[src/rtl/sync_ram_arbiter.sv]
// sync_ram_arbiter
//   Shares one single-ported synchronous-read RAM (1-cycle registered read)
//   between two requesters with valid/ready request handshakes.
//   Arbitration is round-robin with at most one access per cycle.
//   Read data goes back to the issuing port exactly one cycle after acceptance.
//
//   Build option: define SYNC_RAM_ARB_FIXED_PRIO_EN to give port 1 fixed
//   priority over port 0 under contention. Port 0 can then starve.
//
// Ports
//   clk, rst                     clock; synchronous active-low reset (0 = reset)
//   pN_req_valid/ready           request handshake for port N (0 or 1)
//   pN_req_we/addr/wdata         request write flag, word address, write data
//   pN_resp_valid/rdata          read response, one cycle after a read transfer
//   ram_addr/ram_d/ram_we        drive to the shared RAM
//   ram_q                        registered RAM read data
module sync_ram_arbiter #(
    parameter int DWIDTH = 32,
    parameter int AWIDTH = 12
) (
    input  logic              clk,
    input  logic              rst,
    input  logic              p0_req_valid,
    output logic              p0_req_ready,
    input  logic              p0_req_we,
    input  logic [AWIDTH-1:0] p0_req_addr,
    input  logic [DWIDTH-1:0] p0_req_wdata,
    output logic              p0_resp_valid,
    output logic [DWIDTH-1:0] p0_resp_rdata,
    input  logic              p1_req_valid,
    output logic              p1_req_ready,
    input  logic              p1_req_we,
    input  logic [AWIDTH-1:0] p1_req_addr,
    input  logic [DWIDTH-1:0] p1_req_wdata,
    output logic              p1_resp_valid,
    output logic [DWIDTH-1:0] p1_resp_rdata,
    output logic [AWIDTH-1:0] ram_addr,
    output logic [DWIDTH-1:0] ram_d,
    output logic              ram_we,
    input  logic [DWIDTH-1:0] ram_q
);

    typedef enum logic {
        PORT0 = 1'b0,
        PORT1 = 1'b1
    } port_e;

    port_e last_gnt;
    logic  pend_valid;
    port_e pend_port;

    port_e gnt_port;
    logic  xfer;
    logic  sel_we;

    // Winner selection. When nobody is valid the winner falls back to port 0,
    // which also makes port 0's address/data appear on the RAM when idle.
    always_comb begin
        // NOTE: default assignment first so no path leaves gnt_port unassigned
        // (otherwise a latch is inferred).
        gnt_port = PORT0;
`ifdef SYNC_RAM_ARB_FIXED_PRIO_EN
        if (p1_req_valid) begin
            gnt_port = PORT1;
        end
`else
        if (p0_req_valid && p1_req_valid) begin
            gnt_port = (last_gnt == PORT0) ? PORT1 : PORT0;
        end else if (p1_req_valid) begin
            gnt_port = PORT1;
        end
`endif
    end

    // A transfer happens whenever anyone is valid outside reset; the winner
    // is always a valid port, so ready is never raised towards an idle port.
    assign xfer   = rst && (p0_req_valid || p1_req_valid);
    assign sel_we = (gnt_port == PORT1) ? p1_req_we : p0_req_we;

    assign p0_req_ready = xfer && (gnt_port == PORT0);
    assign p1_req_ready = xfer && (gnt_port == PORT1);

    assign ram_addr = (gnt_port == PORT1) ? p1_req_addr  : p0_req_addr;
    assign ram_d    = (gnt_port == PORT1) ? p1_req_wdata : p0_req_wdata;
    assign ram_we   = xfer && sel_we;

    // NOTE: sequential state uses non-blocking assignments so every register
    // samples pre-edge values regardless of statement order.
    always_ff @(posedge clk) begin
        if (!rst) begin
            last_gnt   <= PORT1;   // port 0 wins the first contention
            pend_valid <= 1'b0;
            pend_port  <= PORT0;
        end else begin
            pend_valid <= xfer && !sel_we;
            if (xfer) begin
                last_gnt  <= gnt_port;
                pend_port <= gnt_port;
            end
        end
    end

    // Gated by rst so a response still pending when reset asserts is dropped.
    assign p0_resp_valid = rst && pend_valid && (pend_port == PORT0);
    assign p1_resp_valid = rst && pend_valid && (pend_port == PORT1);
    assign p0_resp_rdata = ram_q;
    assign p1_resp_rdata = ram_q;

endmodule

[config.mk]
export PLATFORM = sky130hd
export DESIGN_NAME = sync_ram_arbiter
export DESIGN_NICKNAME = d
export VERILOG_FILES = /design/src/rtl/sync_ram_arbiter.sv
export SDC_FILE = /design/constraint.sdc
export NUM_CORES = 1
export LEC_CHECK = 0
export BUFFER_PORTS_ARGS = -buffer_cell sky130_fd_sc_hd__buf_2
export CELL_PAD_IN_SITES_DETAIL_PLACEMENT = 2
export CELL_PAD_IN_SITES_GLOBAL_PLACEMENT = 2
export CORE_ASPECT_RATIO = 0.75
export CORE_MARGIN = 2
export CORE_UTILIZATION = 10
export CTS_CLUSTER_SIZE = 12
export DETAILED_ROUTE_END_ITERATION = 6
export GPL_TIMING_DRIVEN = 0
export PLACE_DENSITY = 0.83
export SETUP_SLACK_MARGIN = 0.3
export SYNTH_ARGS = -nofsm -noshare
export SYNTH_HDL_FRONTEND = slang
export SYNTH_SLANG_ARGS = --single-unit
[constraint.sdc]
create_clock -name clk -period 1 [get_ports clk]
set_input_delay 0.05 -clock clk [delete_from_list [all_inputs] [get_ports clk]]
set_output_delay 0.05 -clock clk [all_outputs]
set_load 0.02 [all_outputs]
# Word level (Yosys, flattened, before mapping)
# Index checks and enable logic that the tools add are counted.
[totals]
output_inout_bits = 113
ff_bits = 3
rom_bits = 0
latch_bits = 0
n_memories = 0
ram_bits = 0
word_cells = 22
input_bits = 126
[op_classes]
shifts = 0
mul = 0
n_addsub = 0
mux = 6
eq_ne = 0
n_div = 0
bitwise_logic = 2
order_cmp = 0
n_reduce_logical = 11
[ops]
columns = ["cell", "n"]
rows = [
  ["$mux W32", 1],
  ["$mux W12", 1],
  ["$logic_and A1 B1 Y1", 9],
  ["$mux W1", 4],
  ["$not A1 Y1", 2],
  ["$logic_not A1 Y1", 1],
  ["$logic_or A1 B1 Y1", 1],
]

# Logic depth before layout (Yosys ltp)
# Gate-level depths: netlist of the first run.
[depth]
depth_word = 5
depth_mapped = 4

# Worst setup path before layout of the first run
# OpenSTA, ideal clock, no wires.
[synth_timing]
kind = "reg2out"
start = "register last_gnt"
end = "output port ram_d[15]"
n_path_buf = 2
path_slack_ps = -174
arrival_ps = 1124
path_stages_with_launch = 5
cell_sequence = "dfxtp_1 > a21bo_2 > buf_6 > buf_6 > mux2_4"
[synth_via]
elab_chain_len = 3
[synth_rtl]
columns = ["element", "line_no", "rtl"]
rows = [
  ["start: declaration", "48", "port_e last_gnt;"],
  ["start signal: assignment", "97", "last_gnt <= gnt_port;"],
  ["$mux W1", "68", "gnt_port = (last_gnt == PORT0) ? PORT1 : PORT0;"],
  ["$mux W1", "67", "if (p0_req_valid && p1_req_valid) begin"],
  ["$mux W32", "84", "assign ram_d = (gnt_port == PORT1) ? p1_req_wdata : p0_req_wdata;"],
  ["end: declaration", "38", "output logic [DWIDTH-1:0] ram_d,"],
]
# No other way between the ends.

# Worst setup path after layout of the first run
[layout_timing]
start = "register last_gnt"
end = "output port ram_d[10]"
# The elaborated chain is that of the path after synthesis.

==> results of run 1 <==
==> registers in the layout (all words and copies together), names as in the netlist <==
register	cells
last_gnt	1
pend_port	1
pend_valid	1
==> cells by family after synthesis <==
group / share of synthesized area, %
buffers and inverters: 42.5
multiplexers: 44.4
AND/OR/NAND/NOR: 5.20
AO/OA/AOI/OAI: 3.20
flip-flops: 4.80
==> final cells by class <==
class | count | area, µm²
Timing Repair Buffer | 217 | 1450
Tap cell | 166 | 208
Clock buffer | 4 | 78.8
Fill cell | 1449 | 9140
Inverter | 2 | 7.51
Multi-Input combinational cell | 62 | 741
Buffer | 69 | 576
Sequential cell | 3 | 63.8
==> through the flow <==
stage	TNS (ns)	cells	hold slack, ns
after floorplan	-5.42	136	0.126
after global placement	-15.08	508	0.311
after detailed placement	-16.16	508	0.319
after CTS	-24.34	518	0.106
after global routing	-26.19	523	0.127
final	-24.47	523	0.123
==> timing repair <==
item | 4_1_cts | 5_1_grt
buffers inserted | 4 | 5
resized for setup | 113 | 8
endpoints found under the setup margin | 52 | 52
hold endpoints to repair | 0 | 0
pin swaps | 2 | 3
gates cloned | 2 | 0
hold buffers | 0 | 0
==> per-layer routing <==
layer / track usage (%) / part of all wire [%] / vias up
li1: - / - / 835
met1: 10.3 / 32 / 862
met2: 22.3 / 62 / 67
met3: 1.71 / 5.5 / 5
met4: 2.13 / 0.66 / 0
met5: 0 / 0 / -
==> power by group <==
part           switching, mW  total (mW)  internal [mW]
logic                  0.810        1.80          0.988
registers            0.00586       0.137          0.131
clock network          0.119       0.646          0.527
total                  0.934        2.58           1.65
==> how the worst max path moves through the flow <==
stage                         from     endpoint  slack (ns)  cells after the start
after CTS                 last_gnt  ram_addr[8]       -0.56                      5
after global placement    last_gnt    ram_d[21]       -0.38                      5
final                     last_gnt    ram_d[10]       -0.54                      5
after global routing      last_gnt  ram_addr[8]       -0.57                      5
after floorplan           last_gnt    ram_d[15]       -0.17                      4
after detailed placement  last_gnt    ram_d[24]       -0.40                      5
==> placed cells by master (no fill, tap or decap), drive strengths merged <==
master / Yosys / final
and2: 1 / 1
nand2b: 3 / 3
nor3: 1 / 1
inv: 2 / 2
clkbuf: 0 / 4
buf: 69 / 286
o21ai: 1 / 1
mux2: 44 / 44
a21bo: 1 / 1
nor2: 3 / 3
o32ai: 2 / 2
dfxtp: 3 / 3
nor2b: 1 / 1
nand2: 3 / 3
a21boi: 1 / 1
and3: 1 / 1
==> worst max-delay path: stages (launching register included) <==
cell	delay (ns)
dfxtp_2	0.32
a21bo_4	0.22
buf_6	0.14
buf_8	0.13
mux2_4	0.31
buf_6	0.14
==> impl_metrics.ini, run 1 <==
[synth]
synth-seq-cells = 3
seq_area_frac_synth_pct = 4.80
syn-instance-count = 136
synth_top_area_share_pct = 38.4
async_flop_share_pct = 0
syn_area_per_cell_um2 = 9.21
yosysUniqueCellTypes = 18
syn_area_um2 = 1250
synth_flop_cell = dfxtp_1
synth_common_cells = 64 x buf_4, 28 x mux2_2, 16 x mux2_4
synth_area_leader_cell = buf_4
synthTopCellsByArea = buf_4 38%, mux2_2 25%, mux2_4 19%
synth_fp_nets = 262
yosysWarnings = 0
synth_most_common_cell = buf_4
synth_edf_count = 0

[setup_path]
r2r_end = pend_port
worst_ep_arrival_time_ns = 1.49
end_kind = primary output
worst_setup_path_start_kind = flip-flop
r2r_setup_slack_ns = -0.35
regToRegStartpoint = last_gnt
crit_required_ns = 0.95
critPathKind = reg2out
cp_max_fo = 5
reg2regPathDepth = 7

[min_path]
min_path_cells = 2
hp-start = rst
hold_end = last_gnt
hp-class = in2reg

[sta]
period_share_pct = 154
relSlewSlack_pct = 85.8
tightest_slew_ns = 0.214
clock_skew_ns = 0.00127
finalWorstSetupSlack_ns = -0.537
fmax_mhz = 651
drv_slew = 0
finalSetupViolCount = 49
finalHoldViolations = 0
rsz0062_at_grt = yes
finalCriticalPeriod_ns = 1.54

[global_routing]
grt_start_max_net_pins = 11
grt_use_total_pct = 10.3
grt_pass1_vias = 1929
grt_pass1_wl_mm = 10.8
grt_antenna_before_repair = 0
grt_overflow = 0

[detailed_routing]
drtPass1Iterations = 3
vias = 1769
wl_mm = 7.83
first_iter_violations = 14
postRouteAntennaNets = 0
avgViaCountPerCell = 3.38
wl_per_cell_um = 15.0
route.detailed.drc = 0

[outcome]
outcome = finished with violations
violations = setup timing

[place]
dp_hpwl_mm = 6.96
gp_congestion = 0.721
io_buffers = 206
placed_area_um2 = 2520
dp_slack_ns = -0.402

[floorplan]
core_area_um2 = 12300
fp.dieH_um = 101
rows = 35
die_w_um = 133
start_util_pct = 10.2
die_area_um2 = 13400
io_pins = 239

[pwr]
ir_drop_v = 0.000405
p_leak_nw = 1.74
p_per_area_nw_per_um2 = 826
total_power_mw = 2.58

[layout]
fin_util_pct = 25.5
area_delta_synth_final_pct = 149
final_area_um2 = 3120
drive_gt1_share_pct = 96.4
fin_nets = 484
diodes = 0

[clock_network]
cts_tree = built
clk_pin_slew_worst_paths_ns = 0.03
cts_buffers = 3
cts-root-buf = clkbuf_16
h-tree-depth = 1
clock_sinks = 3
clockBufferDepth = 2
clkLatencyLatePin_ns = 0.23

[flow_run]
cap_violations = 0
Power figures use the tool's default switching activity.
==> run 2: changes to the inputs <==
CTS_CLUSTER_SIZE = 10   (was 12)
PLACE_DENSITY = 0.82   (was 0.83)
==> run 2 against run 1 <==
  * Register-to-register slack improved by 0.09 ns
  * Setup slack got worse by 0.0042 ns
  * Critical path depth did not move
  * First-iteration DRC count rose by 36%
  * Utilization rose by 0.87 points
  * Total power rose by 3.1%
  * Non-clock buffer count rose by 3
  * The flow still finishes with violations (setup timing)
  * Critical path type unchanged
  * Largest power group unchanged
  * Highest routed layer unchanged
  * Fmax fell by 0.27%
  * Via count fell by 0.85%
==> impl_metrics.ini, run 2 (synthesis gave the netlist of run 1 again) <==
[layout]
reg.largest.list = last_gnt: 1 flops, pend_port: 1 flops, pend_valid: 1 flops
area_delta_synth_final_pct = 158
fin_nets = 487
drive_gt1_share_pct = 97.2
mostFrequentLayoutCell = buf_2
final_cell_mix = 157 x buf_2, 69 x buf_4, 53 x buf_6
diodes = 0
fillCellCount = 1444

[detailed_routing]
wl_per_cell_um = 16.5
wl_mm = 8.68
first_iter_violations = 19
drtPass1Iterations = 4
vias = 1754
postRouteAntennaNets = 0
avgViaCountPerCell = 3.33
route.detailed.drc = 0

[clock_network]
clk_pin_slew_worst_paths_ns = 0.03
clock_sinks = 3
h-tree-depth = 1
clkLatencyLatePin_ns = 0.22
cts_buffers = 3
cts-root-buf = clkbuf_16
cts_tree = built
cts_hold_buf = 0
clockBufferDepth = 2

[global_routing]
grt_pass1_vias = 2013
grt_use_total_pct = 11.3
grt_overflow = 0
grt_antenna_before_repair = 0
grt_start_max_net_pins = 11
grt_pass1_wl_mm = 11.7

[place]
gp_congestion = 0.747
dp_slack_ns = -0.425
dp_hpwl_mm = 7.54
io_buffers = 206

[floorplan]
rows = 35
start_util_pct = 10.2
fp.dieH_um = 101
io_pins = 239
die_w_um = 133
core_area_um2 = 12300
die_area_um2 = 13400

[outcome]
violations = setup timing
outcome = finished with violations

[sta]
drv_slew = 0
finalSetupTns_ns = -24.76
finalHoldViolations = 0
fmax_mhz = 649
period_share_pct = 154
finalSetupViolCount = 50
relSlewSlack_pct = 85.1
tightest_slew_ns = 0.224
finalWorstSetupSlack_ns = -0.541
clock_skew_ns = 0.000340
rsz0062_at_grt = yes
finalCriticalPeriod_ns = 1.54

[setup_path]
r2r_setup_slack_ns = -0.26
critPathKind = reg2out
crit_top_cell = buf_12
worst_ep_arrival_time_ns = 1.49
worst_setup_path_start_kind = flip-flop
crit_required_ns = 0.95
cp_max_fo = 8
slowest_stage = dfxtp_2
slowest_delay_ns = 0.31
cp_cell_sequence = a21bo_4, buf_12, buf_12, mux2_4, buf_6
end_kind = primary output

[pwr]
p_per_area_nw_per_um2 = 823
p_leak_nw = 1.77
total_power_mw = 2.66
ir_drop_v = 0.000434

[min_path]
hp-class = in2reg

[flow_run]
cap_violations = 0
run 2: metal layers:
| layer | vias up | track usage [%] | part of all wire, % |
|---|---|---|---|
| met5 | - | 0 | 0 |
| met4 | 0 | 1.72 | 0.47 |
| met3 | 2 | 0.754 | 1.9 |
| met1 | 878 | 13.3 | 37 |
| li1 | 840 | - | - |
| met2 | 34 | 23.0 | 61 |
run 2: area by class of cell:
cell class	instances	area, µm²	area share (%)
repair buffers	220	1540	47.5
multi-input cells	62	762	23.6
plain buffers	69	576	17.8
well taps	166	208	6.43
clock buffers	4	78.8	2.44
flip-flops and latches	3	63.8	1.98
inverters	2	7.51	0.232
run 2: per-stage QoR:
step / hold slack, ns / area [µm²] / std cells / utilization, %
final: 0.0930 / 3230 / 526 / 26.3
after global routing: 0.105 / 3230 / 526 / 26.3
after CTS: 0.0962 / 3120 / 524 / 25.4
after detailed placement: 0.319 / 2520 / 508 / 20.6
after global placement: 0.319 / 2520 / 508 / 20.6
after floorplan: 0.126 / 1280 / 136 / -
run 2: final timing paths:
path              startpoint    endpoint  cells after the start
setup / recovery    last_gnt   ram_d[27]                      5
hold reg to reg    pend_port   pend_port                      2
setup reg to reg    last_gnt  pend_valid                      6
hold / removal           rst    last_gnt                      2
run 2: worst max-delay path, delay by kind of cell, from the launching register on:
kind	cells	cell delay, ns
buffers and inverters	3	0.42
DFF	1	0.31
muxes	1	0.30
AOI/OAI and AO/OA	1	0.23
run 2: timing repair:
action | 4_1_cts | 5_1_grt
buffers inserted | 10 | 1
hold endpoints to repair | 0 | 0
resized for setup | 114 | 25
endpoints found under the setup margin | 52 | 52
pin swaps | 4 | 4
gates cloned | 2 | 1
run 2: power breakdown:
part / switching, mW / internal, mW / total, mW / leakage [nW]
registers: 0.00537 / 0.131 / 0.136 / 0.0253
clock network: 0.105 / 0.526 / 0.631 / 0.0382
logic: 0.850 / 1.04 / 1.89 / 1.71
==> run 3: changes to the inputs <==
CELL_PAD_IN_SITES_DETAIL_PLACEMENT = 1   (was 2)
CELL_PAD_IN_SITES_GLOBAL_PLACEMENT = 1   (was 2)
CORE_UTILIZATION = 13   (was 10)
PLACE_DENSITY = 0.76   (was 0.82)
==> run 3 against run 2 <==
  * The flow still finishes with violations (setup timing)
  * Cell count down 7.2%
  * Fmax is 1.3% higher
  * Combinational power shrank 4%
  * Worst hold slack lost 0.0066 ns
  * Sequential power barely moved
  * Register-to-register slack barely moved
  * First-iteration DRC count shrank 16%
  * Sequential share of layout area about the same
  * Global-route usage decreased by 0.28 points
  * Total power fell by 2.6%
  * Critical path type unchanged
  * Critical endpoint is now ram_d[28]
  * Largest cell class unchanged
  * Largest power group unchanged
==> impl_metrics.ini, run 3 (synthesis gave the netlist of run 1 again) <==
[outcome]
outcome = finished with violations
violations = setup timing

[layout]
mostFrequentLayoutCell = buf_2
multi_input_area_um2 = 739
final_area_um2 = 3160
drive_gt1_share_pct = 97.8
fin_util_pct = 34.4
fin_nets = 487
fillCellCount = 1101
instances_no_fill = 488
reg.largest.list = last_gnt: 1 flops, pend_port: 1 flops, pend_valid: 1 flops
diodes = 0
final_cell_mix = 157 x buf_2, 68 x buf_4, 54 x buf_6
area_delta_synth_final_pct = 152
regArea_um2 = 63.8

[setup_path]
critPathKind = reg2out
crit_family = buffers and inverters
end_kind = primary output
slowest_delay_ns = 0.31
slowest_stage = dfxtp_2
cp_cell_sequence = a21bo_4, buf_12, buf_12, mux2_4, buf_6
crit_required_ns = 0.95
crit_top_cell = buf_12
worst_ep_arrival_time_ns = 1.47
worst_setup_path_start_kind = flip-flop
crit_buf_inv = 3
cp_max_fo = 8

[detailed_routing]
wl_per_cell_um = 13.9
vias = 1736
avgViaCountPerCell = 3.56
postRouteAntennaNets = 0
wl_mm = 6.81
first_iter_violations = 16
route.detailed.drc = 0
drtPass1Iterations = 2

[sta]
tightest_slew_ns = 0.210
finalCriticalPeriod_ns = 1.52
finalSetupTns_ns = -23.91
hold_slack_ns = 0.0864
drv_slew = 0
period_share_pct = 152
finalSetupViolCount = 50
clock_skew_ns = 0.00260
finalHoldViolations = 0
finalWorstSetupSlack_ns = -0.521
rsz0062_at_grt = yes
relSlewSlack_pct = 86.0
fmax_mhz = 657

[clock_network]
cts_hold_buf = 0
h-tree-depth = 1
cts_buffers = 3
clkLatencyLatePin_ns = 0.22
cts_tree = built
clockBufferDepth = 2
cts-root-buf = clkbuf_16
clock_sinks = 3
clk_pin_slew_worst_paths_ns = 0.03

[place]
dp_slack_ns = -0.384
dp_hpwl_mm = 5.64
gp_congestion = 0.777
dp.cells = 470
placed_area_um2 = 2470
io_buffers = 206

[global_routing]
grt_antenna_before_repair = 0
grt_pass1_wl_mm = 9.58
grt_start_max_net_pins = 11
grt_pass1_vias = 1860
grt_overflow = 0
grt_use_total_pct = 11.1

[pwr]
comb_power_share_pct = 70.4
p_clk_share_pct = 24.3
p_leak_nw = 1.76
sw_frac_of_total_pct = 35.0
p_seq_share_pct = 5.3
p_switching_mw = 0.907
p_per_area_nw_per_um2 = 819
p_int_mw = 1.68
total_power_mw = 2.59
ir_drop_v = 0.000413

[floorplan]
rows = 30
fp.dieH_um = 89.0
start_util_pct = 13.6
core_area_um2 = 9200
die_area_um2 = 10400
io_pins = 239
die_w_um = 117

[flow_run]
cap_violations = 0

[min_path]
hp-class = in2reg
[run 3: cell count changes in the layout (fill, tap and decap cells not counted), sizes merged]
cell,previous run,this run
buf,288,287
clkbuf,5,6
[run 3: layout make-up]
class                   count  area share, %
repair buffers            220           48.8
multi-input cells          62           23.4
plain buffers              69           18.0
well taps                 128           5.07
clock buffers               4           2.49
flip-flops and latches      3           2.02
inverters                   2          0.237
[run 3: worst paths after layout]
| path | start | end | slack, ns | depth (start not counted) |
|---|---|---|---|---|
| max reg2reg | last_gnt | pend_valid | -0.27 | 7 |
| max | last_gnt | ram_d[28] | -0.52 | 5 |
| min reg2reg | pend_port | pend_port | 0.51 | 2 |
| min | rst | last_gnt | 0.09 | 2 |
[run 3: what timing repair did]
| item | 4_1_cts | 5_1_grt |
|---|---|---|
| cloned | 1 | 2 |
| setup buffers | 8 | 3 |
| endpoints found under the setup margin | 51 | 52 |
| resized for setup | 122 | 11 |
| pin swaps | 4 | 5 |
[run 3: worst register-to-register path, cell delays in order (launching register included)]
cell,delay (ns)
dfxtp_2,0.31
buf_4,0.12
buf_4,0.12
buf_6,0.10
buf_6,0.11
nor2b_4,0.18
buf_6,0.12
o32ai_2,0.08
[run 3: power groups by stage]
stage	clock network [mW]	registers (mW)	logic, mW
floorplan	0	0.135	0.920
finish	0.629	0.137	1.82
CTS	0.635	0.136	1.77
detailed placement	0	0.137	1.42
global placement	0	0.137	1.39
global route	0.653	0.139	1.92
[run 3: layer usage]
| metal | track usage, % | up-vias | routed length [µm] |
|---|---|---|---|
| met4 | 1.97 | 0 | 27 |
| met1 | 12.4 | 817 | 2480 |
| met2 | 22.9 | 75 | 3960 |
| met5 | 0 | - | 0 |
| li1 | - | 842 | - |
| met3 | 1.53 | 2 | 337 |
